**config.mk**
```make
export PLATFORM = sky130hd
export DESIGN_NAME = cdb_arbiter
export DESIGN_NICKNAME = d
export VERILOG_FILES = /design/src/rtl/cdb_arbiter.sv
export SDC_FILE = /design/constraint.sdc
export NUM_CORES = 1
export LEC_CHECK = 0
export ABC_AREA = 1
export CORE_MARGIN = 5
export CORE_UTILIZATION = 38
export DETAILED_ROUTE_END_ITERATION = 8
export PLACE_DENSITY = 0.92
export SETUP_SLACK_MARGIN = 0.15
export SLEW_MARGIN = 0
export SYNTH_ARGS = -nofsm -noshare
export SYNTH_HDL_FRONTEND = slang
export SYNTH_SLANG_ARGS = --single-unit
```
**constraint.sdc**
```tcl
create_clock -name clk -period 4.48 [get_ports clk]
set_input_delay 0.896 -clock clk [delete_from_list [all_inputs] [get_ports clk]]
set_output_delay 0.896 -clock clk [all_outputs]
set_load 0.02 [all_outputs]
```
**src/rtl/cdb_arbiter.sv**
```systemverilog
// Round-robin arbiter for the Common Data Bus: picks at most one completed
// functional-unit result per cycle and registers it onto the broadcast bus.
module cdb_arbiter #(
    parameter int NUM_FU = 5,
    parameter int TAG_W  = 8,
    parameter int DATA_W = 32,
    parameter int PTR_W  = 3
) (
    input  logic                     clk,
    input  logic                     rst,
    input  logic                     flush,
    input  logic [NUM_FU-1:0]        fu_valid,
    input  logic [NUM_FU*TAG_W-1:0]  fu_tag,
    input  logic [NUM_FU*DATA_W-1:0] fu_data,
    output logic [NUM_FU-1:0]        fu_grant,
    output logic                     cdb_valid,
    output logic [TAG_W-1:0]         cdb_rs_num,
    output logic [DATA_W-1:0]        cdb_data,
    output logic                     err_zero_tag
);

    // Handshake: a transfer happens at a rising edge where fu_valid[i] & fu_grant[i];
    // the FU holds valid/tag/data stable until then and never derives valid from grant.

    localparam logic [PTR_W-1:0] LAST_IDX = PTR_W'(NUM_FU - 1);

    logic [PTR_W-1:0]  rr_ptr_q, rr_ptr_d;
    logic              cdb_valid_q, cdb_valid_d;
    logic [TAG_W-1:0]  cdb_rs_num_q, cdb_rs_num_d;
    logic [DATA_W-1:0] cdb_data_q, cdb_data_d;
    logic              err_zero_tag_q, err_zero_tag_d;

    logic              found;
    logic [PTR_W-1:0]  sel;
    logic [PTR_W-1:0]  idx;
    logic [TAG_W-1:0]  sel_tag;
    logic [DATA_W-1:0] sel_data;

    // Scan from rr_ptr upward, wrapping at NUM_FU; first valid requester wins.
    always_comb begin
        found = 1'b0;
        sel   = '0;
        idx   = rr_ptr_q;
        for (int k = 0; k < NUM_FU; k++) begin
            if (!found && fu_valid[idx]) begin
                found = 1'b1;
                sel   = idx;
            end
            idx = (idx == LAST_IDX) ? '0 : idx + 1'b1;
        end
        if (rst || flush) begin
            found = 1'b0;
        end
        fu_grant = '0;
        if (found) begin
            fu_grant[sel] = 1'b1;
        end
        sel_tag  = fu_tag[int'(sel)*TAG_W +: TAG_W];
        sel_data = fu_data[int'(sel)*DATA_W +: DATA_W];
    end

    always_comb begin
        cdb_valid_d    = 1'b0;
        cdb_rs_num_d   = '0;
        cdb_data_d     = '0;
        err_zero_tag_d = err_zero_tag_q;
        rr_ptr_d       = rr_ptr_q;
        if (flush) begin
            rr_ptr_d = '0;
        end else if (found) begin
            rr_ptr_d = (sel == LAST_IDX) ? '0 : sel + 1'b1;
            // A zero tag means "no producer": consume it but never broadcast it.
            if (sel_tag != '0) begin
                cdb_valid_d  = 1'b1;
                cdb_rs_num_d = sel_tag;
                cdb_data_d   = sel_data;
            end else begin
                err_zero_tag_d = 1'b1;
            end
        end
    end

    always_ff @(posedge clk or posedge rst) begin
        if (rst) begin
            rr_ptr_q       <= '0;
            cdb_valid_q    <= 1'b0;
            cdb_rs_num_q   <= '0;
            cdb_data_q     <= '0;
            err_zero_tag_q <= 1'b0;
        end else begin
            rr_ptr_q       <= rr_ptr_d;
            cdb_valid_q    <= cdb_valid_d;
            cdb_rs_num_q   <= cdb_rs_num_d;
            cdb_data_q     <= cdb_data_d;
            err_zero_tag_q <= err_zero_tag_d;
        end
    end

    assign cdb_valid    = cdb_valid_q;
    assign cdb_rs_num   = cdb_rs_num_q;
    assign cdb_data     = cdb_data_q;
    assign err_zero_tag = err_zero_tag_q;

endmodule

```
==> results of run 1 <==
placed cells by master, fill, tap and decap left out:
cell type,n
clkdlybuf4s50_1,249
nand2_1,245
nand3_1,186
nor2_1,60
dfrtp_1,45
inv_1,43
buf_4,27
nand2_2,11
o21ai_0,10
inv_2,8
nand3b_1,8
ha_1,8
nand2_4,5
clkbuf_8,5
nor2_2,3
nand3_2,3
a21oi_1,3
nor2_4,3
buf_6,3
o22ai_1,2
a21boi_0,2
nor3_2,2
clkbuf_2,2
or2_1,1
o31ai_1,1
nand4_1,1
o21ai_2,1
a31oi_1,1
o21ai_1,1
nand2_8,1
ha_2,1
inv_6,1
clkinvlp_4,1
clkinv_2,1
synthesized netlist by cell type (all sizes together):
cell type,n
o31ai,1
buf,37
nor2,66
o21ai,12
ha,9
o22ai,2
a21boi,2
nand2,262
nand3b,8
nor3,2
a21oi,3
a31oi,1
clkbuf,3
or2,1
nand3,189
inv,51
nand4,1
dfrtp,45
per-stage QoR:
stage / cell area, um^2 / setup WS (ns) / hold WS [ns] / util (%)
2_1_floorplan: 4124 / 0.1008 / 0.5741 / -
3_3_place_gp: 6823 / 0.09898 / 0.5120 / 63.50
3_5_place_dp: 6823 / 0.04965 / 0.5145 / 63.50
4_1_cts: 6907 / 0.1303 / 0.5410 / 64.28
5_1_grt: 6953 / 0.1206 / 0.5608 / 64.71
6_report: 6953 / 0.3993 / 0.5439 / 64.71
worst paths after layout:
check / to / slack, ns / depth (start not counted) / start
hold reg to reg: err_zero_tag / 0.54 / 2 / err_zero_tag
hold / removal: err_zero_tag / 0.54 / 2 / err_zero_tag
max in group asynchronous: cdb_rs_num[1] / 2.64 / 2 / rst
min in group asynchronous: cdb_rs_num[3] / 1.21 / 2 / rst
setup reg to reg: cdb_data[23] / 0.59 / 26 / rr_ptr_q[0]
setup / recovery: fu_grant[1] / 0.40 / 18 / rr_ptr_q[0]
tightest hold or removal path, cell delays in order (launching register included):
cell     delay, ns
dfrtp_1       0.41
inv_1         0.06
nand2_1       0.05
routing by layer:
layer,global-route usage [%],vias to the layer above,part of all wire (%)
met5,0,-,0
met4,9.343,0,3.2
met3,5.761,42,10
met2,43.75,288,49
met1,33.42,2510,38
li1,-,2723,-
registers in the layout (all words and copies together) (netlist names):
| name | flops |
|---|---|
| rr_ptr_q | 3 |
| cdb_rs_num | 8 |
| err_zero_tag | 1 |
| cdb_data | 32 |
| cdb_valid | 1 |
logic make-up (layout without fill, tap and decap cells):
group | Yosys count | in the layout
AND/OR/NAND/NOR | 529 | 529
AO/OA/AOI/OAI | 21 | 21
adder cells (fa/ha/maj) | 9 | 9
buffers and inverters | 91 | 340
flip-flops | 45 | 45
area by class of cell:
type                    instances  area (um^2)  share of cell area [%]
clock buffers                   5        68.82                  0.9897
inverters                      51        191.4                   2.753
repair buffers                281         2739                   39.39
multi-input cells             559         2631                   37.84
well taps                     140        175.2                   2.519
clock inverters                 3        21.27                  0.3059
flip-flops and latches         45         1126                   16.20
timing repair:
action | CTS | global route
buffers inserted | 0 | 1
pin swaps | 0 | 3
resized for setup | 5 | 29
endpoints found under the setup margin | 5 | 38
==> impl_metrics.csv, run 1 <==
group,metric,value,unit
flow_run,maxCapViolCount,0,
worst_setup_path,cp_slowest_stage_delay,0.37,ns
status,status,"finished, final reports clean",
placement,place_inst,1075,
clock_tree,cts_buffer_depth,2,
clock_tree,cts.clk_slew.worst_paths,0.10,ns
placement,place_congestion,1.005,
timing,fin_crit,4.081,ns
final_layout,num_antenna_cells,0,
worst_setup_path,critPathBufInv,4,
worst_setup_path,startpoint_type,"register",
die,rows,38,
die,dieArea,13010,um^2
clock_tree,cts_sinks,45,
logic_synthesis,synth_seq_cells,45,
drt,dr.pass1.iters,6,
worst_setup_path,cp-end-kind,"output port",
timing,hold_viol_final,0,
logic_synthesis,synth_cell_types,29,
drt,viasPerCell,5.132,
logic_synthesis,synth_top_area_cell,"dfrtp_1",
timing,slew_violations,0,
clock_tree,cts_tree,"yes",
logic_synthesis,postSynthAreaPerCell,5.919,um^2
logic_synthesis,yosys-top-cells-area,"dfrtp_1 27%, nand3_1 23%, nand2_1 23%",
worst_setup_path,cp_max_fo,5,
worst_hold_path,hp-class,"register to register",
logic_synthesis,synth_compound_area_share,2.920,%
final_layout,layout-area-overhead-vs-synth,69.01,%
timing,finClkSkew,0.008758,ns
logic_synthesis,synth_top_family_by_area,"simple AND/OR/NAND/NOR gates",
die,die_w,114.1,um
drt,route.detailed.drc,0,
global_routing,grt_start_max_net_pins,70,
logic_synthesis,synth-xor-area-share,0,%
worst_setup_path,path_common_cell,"nand2_1",
final_layout,final-instance-count-excl-fill,1084,
die,coreArea,10750,um^2
worst_setup_path,cp.arrival,3.18,ns
final_layout,fillers,975,
final_layout,fin_nets,1160,
global_routing,grt_pass1_vias,5269,
worst_setup_path,crit_family,"simple AND/OR/NAND/NOR gates",
logic_synthesis,syn_area,4114,um^2
clock_tree,clkLatencyLatePin,0.30,ns
worst_setup_path,worstSetupPathType,"register to output port",
timing,max_slew_margin,33.47,%
timing,worst_pin_slew,0.9979,ns
worst_setup_path,required,3.58,ns
global_routing,grt_overflow,0,
drt,ant_nets,0,
timing,clock.fmax,0.2451,GHz
timing,rsz0062_at_grt,"false",
logic_synthesis,synth.mux.area_fraction,0,%
drt,vias,5563,
worst_setup_path,cp_slowest_cell,"dfrtp_1",
timing,fin_crit_sh,91.09,%
clock_tree,numCtsBuffers,5,
worst_setup_path,crit_chain,"inv_2, ha_1, nand2_2, nand2_4, ha_1, inv_1, ha_1, nor2_1, nand2_1, nand2_2, nand2_1, a21oi_1, nand2_1, a31oi_1, nand2_1, buf_4, nor3_2, buf_4",
drt,drtIter0Drc,556,
placement,port-buffer-count,254,
drt,finalWirelength,17.74,mm
die,start_util,38.29,%
placement,dpl.hpwl,13.75,mm
clock_tree,hold_buffers,0,
global_routing,antenna_found_initial,0,
logic_synthesis,ys_seq_area_share,27.37,%
logic_synthesis,netlist_instances,695,
global_routing,grt_pass1_wl,27.14,mm
die,die_h,114.1,um
logic_synthesis,yosysWarnings,0,
logic_synthesis,synth_fa_ha_area_share,2.737,%
logic_synthesis,synth-simple-area-share,57.12,%
clock_tree,htree_levels,2,
clock_tree,cts-root-buf,"clkbuf_8",
logic_synthesis,synth_nets,912,
global_routing,grt_usage,26.23,%
timing,setup_viol,0,
final_layout,layout-drive-gt1-share,8.263,%
logic_synthesis,yosysTopAreaCellShare,27.37,%
die,num_io_pins,255,
timing,fin_setup_tns,0,ns
drt,avgRoutedWirePerCell,16.36,um
Power of run 1 is left out: the tool's default activity adds up to more than one toggle a clock period on the data nets, which glitch-free logic cannot reach.
==> inputs of run 2 (changes only) <==
PLACE_DENSITY = 0.91   (was 0.92)
SLEW_MARGIN = 25   (was 0)
==> run 2 against run 1 <==
Global-route usage decreased by 0.66 points. Worst hold slack got worse by 0.031 ns. Clock skew increased by 0.0020 ns. Via count decreased by 1.2%. Core utilization increased by 0.36 points. Setup slack got worse by 0.059 ns. Fmax decreased by 1.4%. Cell count increased by 0.18%. Register-to-register slack got worse by 0.09 ns. Die area unchanged. Clock-buffer cell count increased by 1.
==> impl_metrics.csv, run 2 (same netlist as run 1, synthesis figures left out) <==
group,metric,value,unit
status,status,"finished, final reports clean",
worst_setup_path,r2r_end,"cdb_data[27]",
drt,finalWirelength,17.79,mm
die,dieArea,13010,um^2
die,die_w,114.1,um
drt,dr.pass1.iters,5,
placement,dpl.hpwl,13.64,mm
timing,fin_crit,4.140,ns
worst_setup_path,crit_chain,"inv_2, ha_1, inv_1, ha_1, nand2_2, nand2_4, ha_4, nand3_1, nand2_2, nand2_1, nand3_1, nand3_1, nand2_2, nor2_4, nand3b_1, nand2_4, inv_1, nor3_2, buf_4",
global_routing,grt_pass1_wl,26.54,mm
timing,slew_violations,0,
drt,viasPerCell,5.063,
placement,port-buffer-count,254,
placement,place_inst,1069,
global_routing,grt_usage,25.56,%
drt,route.detailed.drc,0,
worst_setup_path,cp-end-kind,"output port",
timing,max_slew_margin,49.12,%
die,die_h,114.1,um
worst_hold_path,worstHoldPathCells,2,
worst_setup_path,r2r_cells,24,
clock_tree,numCtsBuffers,5,
timing,rsz0062_at_grt,"true",
timing,clock.fmax,0.2415,GHz
timing,setup_viol,0,
final_layout,largest_reg_flops,32,
flow_run,maxCapViolCount,0,
worst_setup_path,cp.arrival,3.24,ns
drt,drtIter0Drc,518,
worst_setup_path,rr_startpoint,"rr_ptr_q[0]",
placement,place_congestion,0.9778,
final_layout,layout-area-overhead-vs-synth,69.95,%
final_layout,layout-drive-gt1-share,8.466,%
timing,hold_slack,0.5129,ns
clock_tree,cts.clk_slew.worst_paths,0.10,ns
final_layout,layout_commonest_cell,"clkdlybuf4s50_1",
final_layout,final_cell_area,6992,um^2
die,num_io_pins,255,
clock_tree,cts_buffer_depth,2,
final_layout,fin_nets,1161,
final_layout,final-instance-count-excl-fill,1086,
worst_setup_path,cp_slowest_stage_delay,0.38,ns
clock_tree,htree_levels,2,
worst_setup_path,worstSetupPathType,"register to output port",
die,rows,38,
global_routing,grt_pass1_vias,5066,
clock_tree,cts_sinks,45,
timing,finClkSkew,0.01075,ns
die,start_util,38.29,%
worst_setup_path,required,3.58,ns
worst_hold_path,hold_path_end,"err_zero_tag",
clock_tree,cts-root-buf,"clkbuf_8",
final_layout,layout_common_cells,"249 x clkdlybuf4s50_1, 244 x nand2_1, 187 x nand3_1",
global_routing,antenna_found_initial,0,
die,coreArea,10750,um^2
timing,hold_viol_final,0,
global_routing,grt_start_max_net_pins,73,
drt,avgRoutedWirePerCell,16.38,um
timing,worst_pin_slew,0.7552,ns
global_routing,grt_overflow,0,
drt,ant_nets,0,
worst_setup_path,cp_max_fo,8,
timing,fin_crit_sh,92.41,%
clock_tree,cts_tree,"yes",
worst_setup_path,rrSetupSlack,0.50,ns
timing,finalWorstSetupSlack,0.3399,ns
placement,place_area,6780,um^2
worst_hold_path,hp-class,"register to register",
worst_setup_path,startpoint_type,"register",
drt,vias,5498,
clock_tree,clkLatencyLatePin,0.30,ns
worst_setup_path,cp_slowest_cell,"dfrtp_1",
placement,place_worst_setup_slack,-0.02618,ns
worst_hold_path,min_from,"err_zero_tag",
-- run 2: cell types whose count changed in the layout (fill, tap and decap cells not counted), sizes merged --
cell | before | now
buf | 30 | 32
clkinvlp | 1 | 0
clkinv | 1 | 2
inv | 52 | 51
diode | 0 | 1
-- run 2: what timing repair did --
item                       CTS  global route
hold endpoints to repair     0             0
pin swaps                    0             7
resized for setup           12            26
buffers inserted             0             8
hold buffers                 0             0
setup endpoints to repair    5            40
-- run 2: worst max-delay path by stage --
stage	slack [ns]	cells past startpoint	startpoint	endpoint
after global routing	0.12	19	rr_ptr_q[0]	fu_grant[3]
after CTS	0.05	20	rr_ptr_q[0]	fu_grant[3]
after floorplan	0.10	21	rr_ptr_q[0]	fu_grant[0]
final	0.34	19	rr_ptr_q[0]	fu_grant[3]
after global placement	0.07	17	fu_valid[3]	fu_grant[3]
after detailed placement	-0.03	17	fu_valid[3]	fu_grant[3]
-- run 2: metrics by stage --
stage / setup TNS (ns) / utilization [%]
after detailed placement: -0.02618 / 63.10
after global routing: 0 / 65.04
final: 0 / 65.07
after global placement: 0 / 63.08
after floorplan: 0 / -
after CTS: 0 / 64.03
-- run 2: layer usage --
| metal | global-route usage [%] | wire length (um) |
|---|---|---|
| met5 | 0 | 0 |
| met4 | 9.026 | 520 |
| met3 | 5.074 | 1785 |
| met2 | 43.95 | 8800 |
| met1 | 31.84 | 6678 |
-- run 2: worst max-delay path, delay by kind of cell (launching register included) --
family | cells | cell delay [ns]
and+or+nand+nor | 12 | 1.50
adders and majority gates | 3 | 0.68
DFF | 1 | 0.38
buffers and inverters | 4 | 0.37
-- run 2: layout make-up --
type	instances	area, um^2
Inverter	51	193.9
Sequential cell	45	1126
Timing Repair Buffer	282	2748
Clock buffer	6	82.58
Antenna cell	1	2.502
Clock inverter	2	13.76
Fill cell	930	3754
Tap cell	140	175.2
Multi-Input combinational cell	559	2650
Power of run 2 is left out for the same reason.
